[src/rtl/keypad_scan_ik.sv]
// ---------------------------------------------------------------------------
// keypad_scan_ik
// Scans a 4x4 hex key matrix, debounces it over whole scans, and reports
// single-key presses as 4-bit codes (row*4+col) over a valid/ready handshake.
// Every press (delivered or dropped) is also shifted into a 16-bit hex entry
// word, newest digit in the low nibble.
//
// Ports
//   CLK        in   1   system clock
//   RSTN       in   1   asynchronous active-low reset
//   KEY_ROW    out  4   row drive, active-low one-hot
//   KEY_COL    in   4   column sense, active-low
//   key_code   out  4   code of last accepted press
//   key_valid  out  1   key_code holds an unconsumed press
//   key_ready  in   1   consumer takes key_code when key_valid & key_ready
//   key_down   out  1   debounced "any key held" level
//   key_ovf    out  1   sticky: a press was dropped while key_valid pending
//   ovf_clr    in   1   synchronous clear of key_ovf
//   entry      out  16  hex entry word
//   entry_clr  in   1   synchronous clear of entry
// ---------------------------------------------------------------------------
module keypad_scan_ik #(
    parameter int unsigned SCAN_DIV = 50000,
    parameter int unsigned DEB_CNT  = 3
) (
    input  logic        CLK,
    input  logic        RSTN,
    output logic [3:0]  KEY_ROW,
    input  logic [3:0]  KEY_COL,
    output logic [3:0]  key_code,
    output logic        key_valid,
    input  logic        key_ready,
    output logic        key_down,
    output logic        key_ovf,
    input  logic        ovf_clr,
    output logic [15:0] entry,
    input  logic        entry_clr
);

    localparam int unsigned DIV_W = (SCAN_DIV > 1) ? $clog2(SCAN_DIV) : 1;
    localparam int unsigned CNT_W = $clog2(DEB_CNT + 1);
    localparam logic [DIV_W-1:0] DIV_LAST = DIV_W'(SCAN_DIV - 1);
    localparam logic [CNT_W-1:0] CNT_MAX  = CNT_W'(DEB_CNT);

    // True when exactly one bit of the snapshot is set.
    function automatic logic is_onehot16(input logic [15:0] v);
        logic [4:0] n;
        n = 5'd0;
        for (int i = 0; i < 16; i++) begin
            n = n + {4'd0, v[i]};
        end
        return (n == 5'd1);
    endfunction

    // Bit position of the (single) set bit, which is already row*4+col.
    function automatic logic [3:0] encode16(input logic [15:0] v);
        logic [3:0] idx;
        idx = 4'd0;
        for (int i = 0; i < 16; i++) begin
            if (v[i]) begin
                idx = 4'(i);
            end else begin
                idx = idx;
            end
        end
        return idx;
    endfunction

    // ---------------- scan state ----------------
    logic [DIV_W-1:0] div_q, div_d;
    logic [1:0]       row_q, row_d;
    logic [3:0]       key_row_q, key_row_d;
    logic [15:0]      snap_q, snap_d;
    logic             scan_end_q, scan_end_d;

    // ---------------- debounce state ----------------
    logic [15:0]      prev_q, prev_d;
    logic [15:0]      deb_q, deb_d;
    logic [CNT_W-1:0] cnt_q, cnt_d;
    logic [CNT_W-1:0] cnt_inc_s;
    logic             key_down_q, key_down_d;
    logic             event_q, event_d;
    logic [3:0]       event_code_q, event_code_d;

    // ---------------- handshake / entry state ----------------
    logic [3:0]       key_code_q, key_code_d;
    logic             key_valid_q, key_valid_d;
    logic             key_ovf_q, key_ovf_d;
    logic [15:0]      entry_q, entry_d;
    logic             drop_s;

    // Row divider: sample the columns of the driven row on its last cycle,
    // then step to the next row; the row after row 3 marks a completed scan.
    always_comb begin
        div_d      = div_q;
        row_d      = row_q;
        key_row_d  = key_row_q;
        snap_d     = snap_q;
        scan_end_d = 1'b0;
        if (div_q == DIV_LAST) begin
            div_d  = '0;
            row_d  = row_q + 2'd1;
            key_row_d = ~(4'b0001 << row_d);
            snap_d[{row_q, 2'b00} +: 4] = ~KEY_COL;
            scan_end_d = (row_q == 2'd3);
        end else begin
            div_d = div_q + DIV_W'(1);
        end
    end

    // Debounce at scan end: count consecutive identical scans; the state is
    // accepted only on the scan where the count first reaches DEB_CNT, so a
    // long-held state is not re-accepted every scan.
    always_comb begin
        cnt_inc_s    = cnt_q + CNT_W'(1);
        cnt_d        = cnt_q;
        prev_d       = prev_q;
        deb_d        = deb_q;
        key_down_d   = key_down_q;
        event_d      = 1'b0;
        event_code_d = event_code_q;
        if (scan_end_q) begin
            prev_d = snap_q;
            if (snap_q == prev_q) begin
                if (cnt_q != CNT_MAX) begin
                    cnt_d = cnt_inc_s;
                    if (cnt_inc_s == CNT_MAX) begin
                        deb_d      = snap_q;
                        key_down_d = |snap_q;
                        // A press only counts when coming from "nothing held";
                        // multi-key states never re-arm.
                        if ((deb_q == 16'h0000) && is_onehot16(snap_q)) begin
                            event_d      = 1'b1;
                            event_code_d = encode16(snap_q);
                        end else begin
                            event_d = 1'b0;
                        end
                    end else begin
                        deb_d = deb_q;
                    end
                end else begin
                    cnt_d = cnt_q;
                end
            end else begin
                cnt_d = '0;
            end
        end else begin
            cnt_d = cnt_q;
        end
    end

    // Handshake, overflow flag and entry shift register.
    always_comb begin
        key_code_d  = key_code_q;
        key_valid_d = key_valid_q;
        key_ovf_d   = key_ovf_q;
        entry_d     = entry_q;
        drop_s      = 1'b0;
        if (event_q) begin
            if (!key_valid_q || key_ready) begin
                key_code_d  = event_code_q;
                key_valid_d = 1'b1;
            end else begin
                drop_s = 1'b1;
            end
        end else if (key_valid_q && key_ready) begin
            key_valid_d = 1'b0;
        end else begin
            key_valid_d = key_valid_q;
        end

        // A drop in the same cycle as ovf_clr wins, so no drop goes unseen.
        if (drop_s) begin
            key_ovf_d = 1'b1;
        end else if (ovf_clr) begin
            key_ovf_d = 1'b0;
        end else begin
            key_ovf_d = key_ovf_q;
        end

        if (entry_clr) begin
            entry_d = 16'h0000;
        end else if (event_q) begin
            entry_d = {entry_q[11:0], event_code_q};
        end else begin
            entry_d = entry_q;
        end
    end

    // State registers for scan, debounce and handshake.
    always_ff @(posedge CLK or negedge RSTN) begin
        if (!RSTN) begin
            div_q        <= '0;
            row_q        <= 2'd0;
            key_row_q    <= 4'b1110;
            snap_q       <= 16'h0000;
            scan_end_q   <= 1'b0;
            prev_q       <= 16'h0000;
            deb_q        <= 16'h0000;
            cnt_q        <= '0;
            key_down_q   <= 1'b0;
            event_q      <= 1'b0;
            event_code_q <= 4'h0;
            key_code_q   <= 4'h0;
            key_valid_q  <= 1'b0;
            key_ovf_q    <= 1'b0;
            entry_q      <= 16'h0000;
        end else begin
            div_q        <= div_d;
            row_q        <= row_d;
            key_row_q    <= key_row_d;
            snap_q       <= snap_d;
            scan_end_q   <= scan_end_d;
            prev_q       <= prev_d;
            deb_q        <= deb_d;
            cnt_q        <= cnt_d;
            key_down_q   <= key_down_d;
            event_q      <= event_d;
            event_code_q <= event_code_d;
            key_code_q   <= key_code_d;
            key_valid_q  <= key_valid_d;
            key_ovf_q    <= key_ovf_d;
            entry_q      <= entry_d;
        end
    end

    assign KEY_ROW   = key_row_q;
    assign key_code  = key_code_q;
    assign key_valid = key_valid_q;
    assign key_down  = key_down_q;
    assign key_ovf   = key_ovf_q;
    assign entry     = entry_q;

endmodule
[config.mk]
export PLATFORM = sky130hd
export DESIGN_NAME = keypad_scan_ik
export DESIGN_NICKNAME = d
export VERILOG_FILES = /design/src/rtl/keypad_scan_ik.sv
export SDC_FILE = /design/constraint.sdc
export NUM_CORES = 1
export LEC_CHECK = 0
export CAP_MARGIN = 15
export CORE_MARGIN = 3
export CORE_UTILIZATION = 63
export DETAILED_ROUTE_END_ITERATION = 7
export MAX_ROUTING_LAYER = met4
export PLACE_DENSITY = 0.95
export SYNTH_ARGS = -nofsm -noshare
export SYNTH_HDL_FRONTEND = slang
export SYNTH_SLANG_ARGS = --single-unit
[constraint.sdc]
create_clock -name CLK -period 6.99 [get_ports CLK]
set_input_delay 2.097 -clock CLK [delete_from_list [all_inputs] [get_ports CLK]]
set_output_delay 2.097 -clock CLK [all_outputs]
set_load 0.005 [all_outputs]
==> flow_metrics.env <==
export IMPL_synth_common_cells="dfrtp_1 (98), nor2_1 (34), nand2_1 (33)"
export IMPL_rows=31
export IMPL_syn_area_per_cell_um2=11.84
export IMPL_holdCritStartpoint="div_q[15]"
export IMPL_stdcell_count=550
export IMPL_min_path_type="flip-flop to flip-flop"
export IMPL_max_stage_delay_ps=540
export IMPL_crit_chain="inv_1 -> fa_1 -> inv_1 -> fa_1 -> fa_1 -> inv_1 -> fa_1 -> inv_1 -> ha_1 -> fa_1 -> nor4b_1 -> nand3_1 -> a211oi_1 -> nand4_1 -> mux2_2"
export IMPL_tightest_slew_ps=986.2
export IMPL_clock_path_buffers=2
export IMPL_vias_per_cell=5.798
export IMPL_yosysMostFrequentCell="dfrtp_1"
export IMPL_maxCapViolations=0
export IMPL_yosys_top_cells_area="dfrtp_1 (51%), mux2_2 (6.7%), xnor2_1 (4.2%), fa_1 (4.1%), mux2i_1 (3.7%)"
export IMPL_cts_hold_buf=0
export IMPL_clock_root_buffer="clkbuf_8"
export IMPL_grtUsageMet1_pct=31.16
export IMPL_antenna_found_initial=0
export IMPL_die_y_um=93.66
export IMPL_antenna_cells=0
export IMPL_grt_max_degree=67
export IMPL_die_w_um=93.66
export IMPL_initial_core_util_pct=65.69
export IMPL_crit_fanout=7
export IMPL_hpwlAfterDp_um=6714
export IMPL_finalPower_uw=976.9
export IMPL_yosys_register_bits=101
export IMPL_setup_viol=0
export IMPL_grt_pass1_wl_um=15810
export IMPL_synth_edf_count=0
export IMPL_grtUsageMet3_pct=3.846
export IMPL_hold_violations=0
export IMPL_cts_tree="yes"
export IMPL_overflow=0
export IMPL_slew_violations=0
export IMPL_drtIter0Drc=185
export IMPL_relSlewSlack_pct=34.25
export IMPL_drtAntennaViolNets=0
export IMPL_vias=3189
export IMPL_worstPathRequired_ps=7230
export IMPL_yosys_area_top_type_share_pct=50.66
export IMPL_finalNetCount=479
export IMPL_drc=0
export IMPL_synthFlopType="dfrtp_1"
export IMPL_netlist_instances=409
export IMPL_ir_worst_vdd_v=0.0001199
export IMPL_drive_gt1_share_pct=14.19
export IMPL_critPathMostFrequentCell="fa_1"
export IMPL_synth_async_reset_ratio_pct=100.0
export IMPL_area_growth_syn_to_layout_pct=12.74
export IMPL_cellLeakagePower_nw=2.529
export IMPL_skew_ps=13.49
export IMPL_cts_inserted_buffers=9
export IMPL_post_cts_buffers=0
export IMPL_yosysWarnings=0
export IMPL_busiest_layer="met2"
export IMPL_arrival_ps=5040
export IMPL_fmax_mhz=208.2
export IMPL_cts_sinks=101
export IMPL_rsz0062_at_grt="false"
export IMPL_routed_wl_um=9345
export IMPL_coreArea_um2=7370
export IMPL_pre_cts_slack_ps=2267
export IMPL_clk_pin_slew_worst_paths_ps=100
export IMPL_seq_area_frac_synth_pct=52.29
export IMPL_synth_area_leader_cell="dfrtp_1"
export IMPL_cts_resized_gates=0
export IMPL_grt_util_met2_pct=38.30
export IMPL_dieArea_um2=8772
export IMPL_startpoint_type="flip-flop"
export IMPL_dr_pass1_iters=4
export IMPL_fin_crit_ps=4803
export IMPL_syn_num_nets=442
export IMPL_io_buffers=35
export IMPL_grt_pass1_vias=3259
export IMPL_io_pins=36
export IMPL_clk_insertion_delay_late_ps=360
export IMPL_htreeDepth=3
export IMPL_endpoint_kind="flip-flop"
export IMPL_ys_types=40
export IMPL_period_share_pct=68.72
export IMPL_dp_cells=534
export IMPL_reg2reg_from="snap_q[5]"
export IMPL_place_gp_congestion=0.9164
export IMPL_critPathSlowestCell="fa_1"
export IMPL_powerDensity_nw_per_um2=179.0
export IMPL_crit_start="snap_q[5]"
export IMPL_setup_slack_ps=2187
export IMPL_status="complete, no violations"
export IMPL_critical_path_class="flip-flop to flip-flop"
export IMPL_drt_wirelength_per_cell_um=16.99
export IMPL_grt_use_total_pct=23.96
export IMPL_syn_cell_area_um2=4841
export IMPL_fin_tns_setup_ps=0
[cell usage in the layout, fill, tap and decap left out, types with 14 or more instances in the layout]
cell type | synthesis | final
nand2_1 | 33 | 33
inv_1 | 32 | 32
o31ai_1 | 15 | 15
mux2i_1 | 18 | 18
xnor2_1 | 23 | 23
clkdlybuf4s50_1 | 0 | 34
ha_1 | 14 | 14
dfrtp_1 | 98 | 98
nor2_1 | 34 | 34
mux2_2 | 29 | 29
[final cells by class]
type,instances,area [µm²]
clock buffers,10,137.6
clock inverters,6,68.82
fillers,470,1912
inverters,32,120.1
multi-input cells,266,2121
flip-flops and latches,101,2531
well taps,99,123.9
repair buffers,36,355.3
[worst max-delay path, delay by kind of cell (launching register included)]
family	cells	cell delay [ps]
mux	1	390
compound gates	1	230
simple gates	3	700
buf+inv	4	260
flops	1	480
fa+ha+maj	6	2630
[power breakdown]
part	switching, mW	internal [mW]	leakage (nW)
Sequential	0.000000000000000173	0.584	1.30
Combinational	0.0138	0.00425	1.12
Clock	0.197	0.178	0.103
[sequential cells by signal, indices dropped and copies added, names as in the netlist]
signal	flops
event_q	1
entry	16
scan_end_q	1
div_q	16
deb_q	16
row_q	2
KEY_ROW	4
cnt_q	2
event_code_q	4
key_ovf	1
key_valid	1
prev_q	16
key_down	1
snap_q	16
key_code	4
[layer usage]
metal	vias up	share of wire (%)
met5	-	0
met1	1602	44
met4	0	1.9
li1	1480	-
met3	20	4.0
met2	87	50
[metrics by stage]
step	util (%)	area, µm²	hold WS, ps
after CTS	74.06	5458	483.2
final	74.06	5458	485.2
after global routing	74.06	5458	506.8
after global placement	71.26	5251	465.2
after detailed placement	71.26	5251	469.5
after floorplan	-	4841	447.9
[cell families after synthesis]
logic type / Yosys count / synth area share, %
AO/OA/AOI/OAI: 43 / 5.893
multiplexers: 57 / 13.57
adder cells (fa/ha/maj): 24 / 7.754
flip-flops: 101 / 52.29
buffers and inverters: 42 / 3.903
AND/OR/NAND/NOR: 114 / 11.53
XOR/XNOR: 28 / 5.066
[final timing paths]
path | end | slack (ps) | depth (start not counted)
setup / recovery | event_code_q[2] | 2190 | 15
hold / removal | div_q[15] | 490 | 1
setup reg to reg | event_code_q[2] | 2190 | 15
hold reg to reg | div_q[15] | 490 | 1
max in group asynchronous | prev_q[6] | 4160 | 2
min in group asynchronous | entry[15] | 1670 | 1
Power figures use the tool's default switching activity.
